## src/rtl/sysref_sync_gen.sv

```systemverilog
// sysref_sync_gen: measures the period of an asynchronous SYSREF and locks
// after LOCK_CNT consecutive matching periods. Once locked, each edge that
// matches the locked period fires one delayed sync pulse per channel.
//
// Ports:
//   clk        PL fabric clock, all logic on its rising edge
//   rst        asynchronous active-high reset
//   sysref_in  SYSREF level from the input buffer, asynchronous to clk
//   arm        one-cycle pulse that (re)starts acquisition from any state
//   dly        per-channel delay, channel c in bits [c*DLY_W +: DLY_W]
//   sync_out   per-channel one-cycle sync pulse, 1+dly[c] cycles after edge
//   locked     high while the tracker is in the LOCKED state
//   period     last measured SYSREF period in clk cycles
//   err        one-cycle pulse on period mismatch or loss of SYSREF
//   err_cnt    saturating count of err pulses (only when SYSREF_ERR_CNT_EN
//              is defined; cleared by rst and by arm)
//
// Optional build macro: SYSREF_ERR_CNT_EN adds the err_cnt port and counter.

module sysref_sync_gen #(
  parameter int N_CH     = 2,
  parameter int DLY_W    = 8,
  parameter int PERIOD_W = 16,
  parameter int LOCK_CNT = 4
) (
  input  logic                  clk,
  input  logic                  rst,
  input  logic                  sysref_in,
  input  logic                  arm,
  input  logic [N_CH*DLY_W-1:0] dly,
  output logic [N_CH-1:0]       sync_out,
  output logic                  locked,
  output logic [PERIOD_W-1:0]   period,
  output logic                  err
`ifdef SYSREF_ERR_CNT_EN
  ,
  output logic [15:0]           err_cnt
`endif
);

  typedef enum logic [1:0] {
    IDLE   = 2'd0,
    ACQ    = 2'd1,
    TRACK  = 2'd2,
    LOCKED = 2'd3
  } state_t;

  localparam logic [7:0] LOCK_M = 8'(LOCK_CNT);

  state_t              state;
  logic                s1;
  logic                s2;
  logic                s3;
  logic                sr_edge;
  logic [PERIOD_W-1:0] cnt;
  logic [7:0]          match;
  logic [7:0]          match_nxt;
  logic                cnt_sat;
  logic                period_ok;
  logic                qualify;
  logic                mismatch;
  logic                sat_err;
  logic                cancel;

  // ---------------------------------------------------------------------
  // Input synchronizer. s1/s2 resolve metastability, s3 is the previous
  // synchronized level so a held-high SYSREF gives a single edge.
  // ---------------------------------------------------------------------
  always_ff @(posedge clk or posedge rst) begin
    if (rst) begin
      s1 <= 1'b0;
      s2 <= 1'b0;
      s3 <= 1'b0;
    end else begin
      s1 <= sysref_in;
      s2 <= s1;
      s3 <= s2;
    end
  end

  assign sr_edge = s2 & ~s3;

  // ---------------------------------------------------------------------
  // Period counter. Restarts at 1 on every edge so that on the next edge
  // it holds the edge-to-edge distance in clk cycles. It sticks at
  // all-ones, which is the loss-of-SYSREF indication.
  // ---------------------------------------------------------------------
  always_ff @(posedge clk or posedge rst) begin
    if (rst) begin
      cnt <= '0;
    end else if (sr_edge) begin
      cnt <= PERIOD_W'(1);
    end else if (!cnt_sat) begin
      cnt <= cnt + PERIOD_W'(1);
    end
  end

  assign cnt_sat   = &cnt;
  assign period_ok = (cnt == period);

  // ---------------------------------------------------------------------
  // Per-cycle event decode. arm overrides everything, so an edge in the
  // same cycle as arm neither qualifies nor flags a mismatch. An edge
  // takes precedence over counter saturation.
  // ---------------------------------------------------------------------
  always_comb begin
    qualify  = 1'b0;
    mismatch = 1'b0;
    sat_err  = 1'b0;
    if (!arm) begin
      if (sr_edge) begin
        if (state == LOCKED) begin
          qualify  = period_ok;
          mismatch = ~period_ok;
        end
      end else if (cnt_sat && (state == TRACK || state == LOCKED)) begin
        sat_err = 1'b1;
      end
    end
    cancel = arm | mismatch | sat_err;
  end

  // Match count after a TRACK edge: the first measurement or any new
  // period restarts the run at 1; a repeat of the stored period extends it.
  always_comb begin
    match_nxt = 8'd1;
    if (match != 8'd0 && period_ok) begin
      match_nxt = match + 8'd1;
    end
  end

  // ---------------------------------------------------------------------
  // Acquisition / tracking FSM with registered outputs.
  // ---------------------------------------------------------------------
  always_ff @(posedge clk or posedge rst) begin
    if (rst) begin
      state  <= IDLE;
      match  <= 8'd0;
      period <= '0;
      locked <= 1'b0;
      err    <= 1'b0;
    end else begin
      err <= 1'b0;
      if (arm) begin
        state  <= ACQ;
        match  <= 8'd0;
        locked <= 1'b0;
      end else begin
        case (state)
          IDLE: begin
            state <= IDLE;
          end
          ACQ: begin
            // The first edge only gives a reference point for cnt.
            if (sr_edge) begin
              state <= TRACK;
              match <= 8'd0;
            end
          end
          TRACK: begin
            if (sr_edge) begin
              if (match == 8'd0 || !period_ok) begin
                period <= cnt;
              end
              match <= match_nxt;
              if (match_nxt >= LOCK_M) begin
                state  <= LOCKED;
                locked <= 1'b1;
              end
            end else if (sat_err) begin
              err   <= 1'b1;
              state <= ACQ;
              match <= 8'd0;
            end
          end
          LOCKED: begin
            if (mismatch) begin
              // The off-period edge becomes the first sample of a new run.
              err    <= 1'b1;
              locked <= 1'b0;
              period <= cnt;
              match  <= 8'd1;
              state  <= TRACK;
            end else if (sat_err) begin
              err    <= 1'b1;
              locked <= 1'b0;
              match  <= 8'd0;
              state  <= ACQ;
            end
          end
          default: begin
            state <= IDLE;
          end
        endcase
      end
    end
  end

  // ---------------------------------------------------------------------
  // Per-channel sync delay. A qualifying edge loads dly[c]; the pulse is
  // emitted when the countdown expires. A new qualifying edge reloads the
  // countdown, so at most one pulse is ever pending per channel.
  // ---------------------------------------------------------------------
  for (genvar c = 0; c < N_CH; c++) begin : g_ch
    logic [DLY_W-1:0] dly_c;
    logic [DLY_W-1:0] dcnt;
    logic             act;
    logic             pulse;

    assign dly_c = dly[c*DLY_W +: DLY_W];

    always_ff @(posedge clk or posedge rst) begin
      if (rst) begin
        dcnt  <= '0;
        act   <= 1'b0;
        pulse <= 1'b0;
      end else begin
        pulse <= 1'b0;
        if (cancel) begin
          act <= 1'b0;
        end else if (qualify) begin
          if (dly_c == '0) begin
            pulse <= 1'b1;
            act   <= 1'b0;
          end else begin
            dcnt <= dly_c;
            act  <= 1'b1;
          end
        end else if (act) begin
          if (dcnt == DLY_W'(1)) begin
            pulse <= 1'b1;
            act   <= 1'b0;
          end else begin
            dcnt <= dcnt - DLY_W'(1);
          end
        end
      end
    end

    assign sync_out[c] = pulse;
  end

`ifdef SYSREF_ERR_CNT_EN
  // Counts the registered err pulse, so an arm arriving while err is high
  // clears the count instead of letting that pulse through.
  always_ff @(posedge clk or posedge rst) begin
    if (rst) begin
      err_cnt <= 16'd0;
    end else if (arm) begin
      err_cnt <= 16'd0;
    end else if (err && err_cnt != 16'hFFFF) begin
      err_cnt <= err_cnt + 16'd1;
    end
  end
`endif

endmodule

```

## config.mk

```make
export PLATFORM = sky130hd
export DESIGN_NAME = sysref_sync_gen
export DESIGN_NICKNAME = d
export VERILOG_FILES = /design/src/rtl/sysref_sync_gen.sv
export SDC_FILE = /design/constraint.sdc
export NUM_CORES = 1
export LEC_CHECK = 0
export CORE_MARGIN = 4
export CORE_UTILIZATION = 37
export CTS_BUF_LIST = sky130_fd_sc_hd__clkbuf_4
export DETAILED_ROUTE_END_ITERATION = 10
export HOLD_SLACK_MARGIN = 0.12
export PLACE_DENSITY_LB_ADDON = 0.2
export SKIP_LAST_GASP = 1
export SLEW_MARGIN = 30
export SYNTH_ARGS = -nofsm -noshare
export SYNTH_HDL_FRONTEND = slang
export SYNTH_SLANG_ARGS = --single-unit
export TNS_END_PERCENT = 20
```

## constraint.sdc

```tcl
create_clock -name clk -period 3.4 [get_ports clk]
set_clock_uncertainty 0.1 [all_clocks]
set_input_delay 0.34 -clock clk [delete_from_list [all_inputs] [get_ports clk]]
set_output_delay 0.34 -clock clk [all_outputs]
set_load 0.05 [all_outputs]
```

# Yosys cells after proc, flatten, opt, wreduce, memory -nomap -nowiden
# Cells that the tools add are included.
totals:
  ff_bits: 67
  in_bits: 20
  out_inout_bits: 20
  wordCells: 136
classes:
  add_sub_neg: 4
  order_cmp: 1
  eq_ne: 19
  mux: 68
  n_bitwise: 7
  reduce_logical: 22
op_table:
  columns: ["operator", "n"]
  rows:
  - ["two-way mux 8 bit", 14]
  - ["two-way mux 16 bit", 5]
  - ["two-way mux 1 bit", 38]
  - ["case mux 16 bit (2 select lines)", 1]
  - ["zero test 8 bit", 3]
  - ["case mux 8 bit (3 select lines)", 1]
  - ["adder 16 x 1 -> 16 bit, second input constant", 1]
  - ["== test 16 bit", 1]
  - ["== test 8 x 1 -> 1 bit, second input constant", 2]
  - ["AND reduction 16 bit", 1]
  - ["subtractor 8 x 1 -> 8 bit, second input constant", 2]
  - ["!= test 2 bit, second input constant", 7]
  - ["two-way mux 2 bit", 6]
  - ["AND reduction 4 bit", 3]
  - ["adder 8 x 1 -> 8 bit, second input constant", 1]
  - [">= comparator 8 x 3 -> 1 bit, second input constant", 1]
  - ["case mux 2 bit (4 select lines)", 1]
  - ["nonzero test 8 bit", 1]
  - ["!= test 3 bit, second input constant", 2]
  - ["nonzero test 2 bit", 3]
  - ["AND reduction 5 bit", 1]
  - ["== test 2 bit, second input constant", 2]
  - ["!= test 4 x 3 -> 1 bit, second input constant", 1]
  - ["!= test 4 bit, second input constant", 1]
  - ["other kinds (14)", 22]

# Logic depth before layout (Yosys ltp)
logic_depth:
  depth_word: 10
  ltp_mapped: 11

# Worst setup path before layout
# No wires, ideal clock.
synth_timing:
  path_type: "reg-to-reg"
  startpoint: "register period[12]"
  endpoint: "register g_ch[1].dcnt[1]"
  setup_ps: 125
  t_arrival_ps: 2578
  required_time_ps: 3175
  setup_slack_ps: 597
  stages_incl_launch_ff: 11
  n_path_buf: 3
  cell_sequence: "dfrtp_1 > xor2_1 > nor4_1 > nand4_2 > or2_1 > buf_6 > and2_4 > buf_6 > o21a_1 > buf_6 > mux2_4"
synth_via:
  elab_chain_len: 9
  elab_cells_between_ends: 16
  cone_classes: "3 x eq/ne; 7 x mux; 4 x bitwise; 2 x reduce/logical"
synth_lines:
  columns: ["item", "line", "rtl"]
  rows:
  - ["start, declared", "33", "output logic [PERIOD_W-1:0] period,"]
  - ["start signal, assigned", "163", "period <= cnt;"]
  - ["start signal, assigned", "181", "period <= cnt;"]
  - ["== test 16 bit *", "99", "assign period_ok = (cnt == period);"]
  - ["NOT 1 bit", "114", "mismatch = ~period_ok;"]
  - ["two-way mux 1 bit", "112", "if (state == LOCKED) begin"]
  - ["two-way mux 1 bit", "111", "if (sr_edge) begin"]
  - ["two-way mux 1 bit", "110", "if (!arm) begin"]
  - ["OR 1 bit (2 in a row)", "120", "cancel = arm | mismatch | sat_err;"]
  - ["NOT 1 bit (no source line)", null, null]
  - ["AND reduction 4 bit (no source line)", null, null]
  - ["end signal, assigned", "226", "dcnt <= dly_c;"]
  - ["end signal, assigned", "234", "dcnt <= dcnt - DLY_W'(1);"]
  - ["end, declared", "206", "logic [DLY_W-1:0] dcnt;"]
# Every way passes the cells marked *; elsewhere a longest branch is shown, timed or not.
# A chain may end at the register's enable or synchronous reset.

# Worst setup path in the final report
# Same ends and word-level chain as after synthesis.

==> metrics.csv <==
stage;metric;value;unit
global_routing;largest net degree at the start of global routing;68;
synthesis;async set or reset register ratio after synthesis;1.00;
global_routing;initial antenna violation count;1;
route;vias per inst;5.46;
global_routing;GRT Util Overall;0.150;
setup_path;CP Max Fanout;16;
route;first-pass detailed-route iteration total;4;
timing;Final Hold Fails;0;
timing;Setup-failing EPs final;0;
timing;setup TNS;0;ps
worst_hold_path;hold crit path type;input pin to flip-flop;
clocking;clock slew at the register clock pins of the worst setup and hold paths;120;ps
power;total power;2470;uW
clocking;CTS resizes;0;
synthesis;syn avg cell area;9.21;um^2
synthesis;Yosys reg bits;67;
synthesis;net count after synthesis;468;
die;io pins;40;
clocking;H-Tree Depth;3;
timing;Slew @ Worst Pin;632;ps
timing;Max-slew headroom;0.576;
timing;achievable frequency;0.344;GHz
die;Starting Density;0.385;
die;die height;112;um
synthesis;Post-Synthesis Cells;437;
placement;routability cong.;0.891;
setup_path;critical path arrival;3120;ps
clocking;clk root buf;clkbuf_4;
global_routing;grt total ovfl;0;
timing;crit path time final;2910;ps
setup_path;kind of critical path;flip-flop to flip-flop;
final_layout;Layout Nets;503;
power;Pwr per Cell Area;530;mW/mm^2
clocking;clk_lat worst skew;420;ps
timing;Slew Viols, Final;0;
clocking;hold buffer count at cts;0;
setup_path;CP startpoint;period[12]$_DFFE_PP0P_;
die;row count;37;
route;initial DRC count;223;
synthesis;Post-synth top flop;dfrtp_1;
worst_hold_path;Hold Path Origin;sysref_in;
setup_path;crit end category;flip-flop;
die;core box area;0.0105;mm^2
route;Post-Route WL;9.17;mm
clocking;Post-CTS Setup Inserts;0;
setup_path;crit path launch type;flip-flop;
global_routing;global-route wire length before repair;15.6;mm
setup_path;WP data required;3610;ps
clocking;number of buffers created by CTS;9;
synthesis;Synth cell types;57;
route;DRC viols;0;
timing;Worst Slack Setup Final;492;ps
die;Die W;112;um
synthesis;Synth warnings;0;
final_layout;P&R area growth vs syn;15.6;%
clocking;CTS sink cnt;67;
power;Max VDD drop;303;uV
final_layout;final cell count without fillers;614;
synthesis;number of flops mapped to enable cells by yosys;0;
timing;RSZ-0062 raised after global routing;no;
route;routed vias;3355;
global_routing;vias in the first global route;3219;
placement;placed insts;597;
synthesis;Post-Syn Area;0.00402;mm^2
clocking;Bufs on Longest Clock Path;2;
placement;port bufs;39;
clocking;CTS tree;done;
route;DR WL/cell;14.9;um
placement;Post-DP HPWL;6.57;mm
synthesis;Seq/Total Area, Yosys;0.417;
setup_path;R2R Path Start;period[12]$_DFFE_PP0P_;
placement;DP Worst Slack;547;ps
run_status;outcome;finished clean;
final_layout;fillcell total;1046;
timing;final period utilization;0.855;
job;MaxCap Viol Count;0;
die;die area;0.0126;mm^2
final_layout;fraction of layout cells with a size suffix above 1;0.107;
route;Antenna Nets Post-Route;0;
power;cell leakage power;0.00208;uW
## report_power, final
group,switching (uW),total (uW),internal (uW)
sequential,151,1060,910
clock,327,480,153
combinational,539,925,386
total,1020,2470,1450
## worst max-delay path: stages, from the launching register on
cell	delay, ps
dfrtp_1	460
xor2_1	190
nor4_1	440
nand4_2	200
or2_1	440
nor2_1	290
o21a_1	360
mux2_4	330
## through the flow
step,instance area (um^2),util,hold slack (ps)
floorplan,4020,-,231
global placement,4520,0.432,240
detailed placement,4520,0.432,241
CTS,4650,0.444,227
global route,4650,0.445,216
finish,4650,0.445,251
## final cells by class
type	instances	area (um^2)	share of cell area
Tap cell	136	170	0.0366
Sequential cell	67	1680	0.360
Antenna cell	1	2.50	0.000538
Clock buffer	9	67.6	0.0145
Inverter	18	67.6	0.0145
Multi-Input combinational cell	326	2140	0.459
Clock inverter	7	53.8	0.0116
Timing Repair Buffer	50	477	0.102
## layout by cell type, fill, tap and decap left out, drive strengths merged, types with 4 or more instances in the layout
| master | instances |
|---|---|
| and2 | 8 |
| nand4 | 16 |
| nand3 | 17 |
| o21ai | 29 |
| buf | 11 |
| clkdlybuf4s50 | 39 |
| clkbuf | 9 |
| ha | 11 |
| nor3 | 16 |
| xor2 | 26 |
| nor2b | 7 |
| o21a | 4 |
| and3 | 7 |
| inv | 19 |
| mux2 | 16 |
| nor4 | 9 |
| o31ai | 7 |
| nand2 | 35 |
| a21oi | 18 |
| nor2 | 41 |
| a22oi | 5 |
| a211oi | 4 |
| dfrtp | 67 |
| a31oi | 5 |
## routing by layer
layer  wire length (um)  part of all wire  vias to the layer above  GRT usage
li1                   -                 -                     1659          -
met1               4410              0.48                     1617      0.204
met2               4290              0.47                       64      0.238
met3                323             0.035                       15     0.0313
met4                143             0.016                        0     0.0489
met5                  0                 0                        -          0
## state kept, by name, summed over array words and instances, names as in the netlist
name	flops
s2	1
g_ch.dcnt	16
s3	1
match	8
period	16
cnt	16
g_ch.act	2
s1	1
g_ch.pulse	2
locked	1
err	1
state	2
## synth_stat cells (all sizes together), types with 2 or more instances
master	instances	share of area
nor2b	7	0.011
buf	12	0.022
a32o	2	0.0050
nand4	16	0.026
and2	8	0.013
nand2b	3	0.0047
mux2	16	0.046
o41a	2	0.0056
dfrtp	67	0.42
nor4	9	0.017
a211oi	4	0.0075
a31oi	5	0.0078
a311o	2	0.0050
nor4bb	3	0.0075
inv	18	0.017
ha	11	0.034
or3	2	0.0031
or4	3	0.0056
o21a	4	0.0075
nor2	41	0.038
clkbuf	14	0.013
a311oi	2	0.0044
nand2	35	0.033
a22oi	5	0.0093
xor2	26	0.057
and3	7	0.011
o311ai	3	0.0065
a21oi	18	0.022
o31ai	7	0.013
o22ai	3	0.0047
o211a	3	0.0075
o21ai	29	0.036
nor3	16	0.023
and4	3	0.0065
nand3	17	0.021
## kinds of logic after synthesis
| family | share of synthesized area |
|---|---|
| adders and majority gates | 0.0342 |
| AOI/OAI and AO/OA | 0.163 |
| buffers and inverters | 0.0522 |
| DFF | 0.417 |
| xor gates and xnor gates | 0.0588 |
| muxes | 0.0482 |
| and+or+nand+nor | 0.227 |
## final timing paths
kind / cells after the start / end / slack, ps
worst max-delay path: 7 / g_ch[1].dcnt[1]$_DFFE_PP0P_ / 490
worst min-delay path: 1 / s1$_DFF_PP0_ / 250
worst max register to register: 7 / g_ch[1].dcnt[1]$_DFFE_PP0P_ / 490
worst min register to register: 0 / s2$_DFF_PP0_ / 270
max in group asynchronous: 3 / cnt[1]$_DFFE_PP0P_ / 2490
min in group asynchronous: 3 / g_ch[0].dcnt[5]$_DFFE_PP0P_ / 270
(Power assumes the default switching activity.)
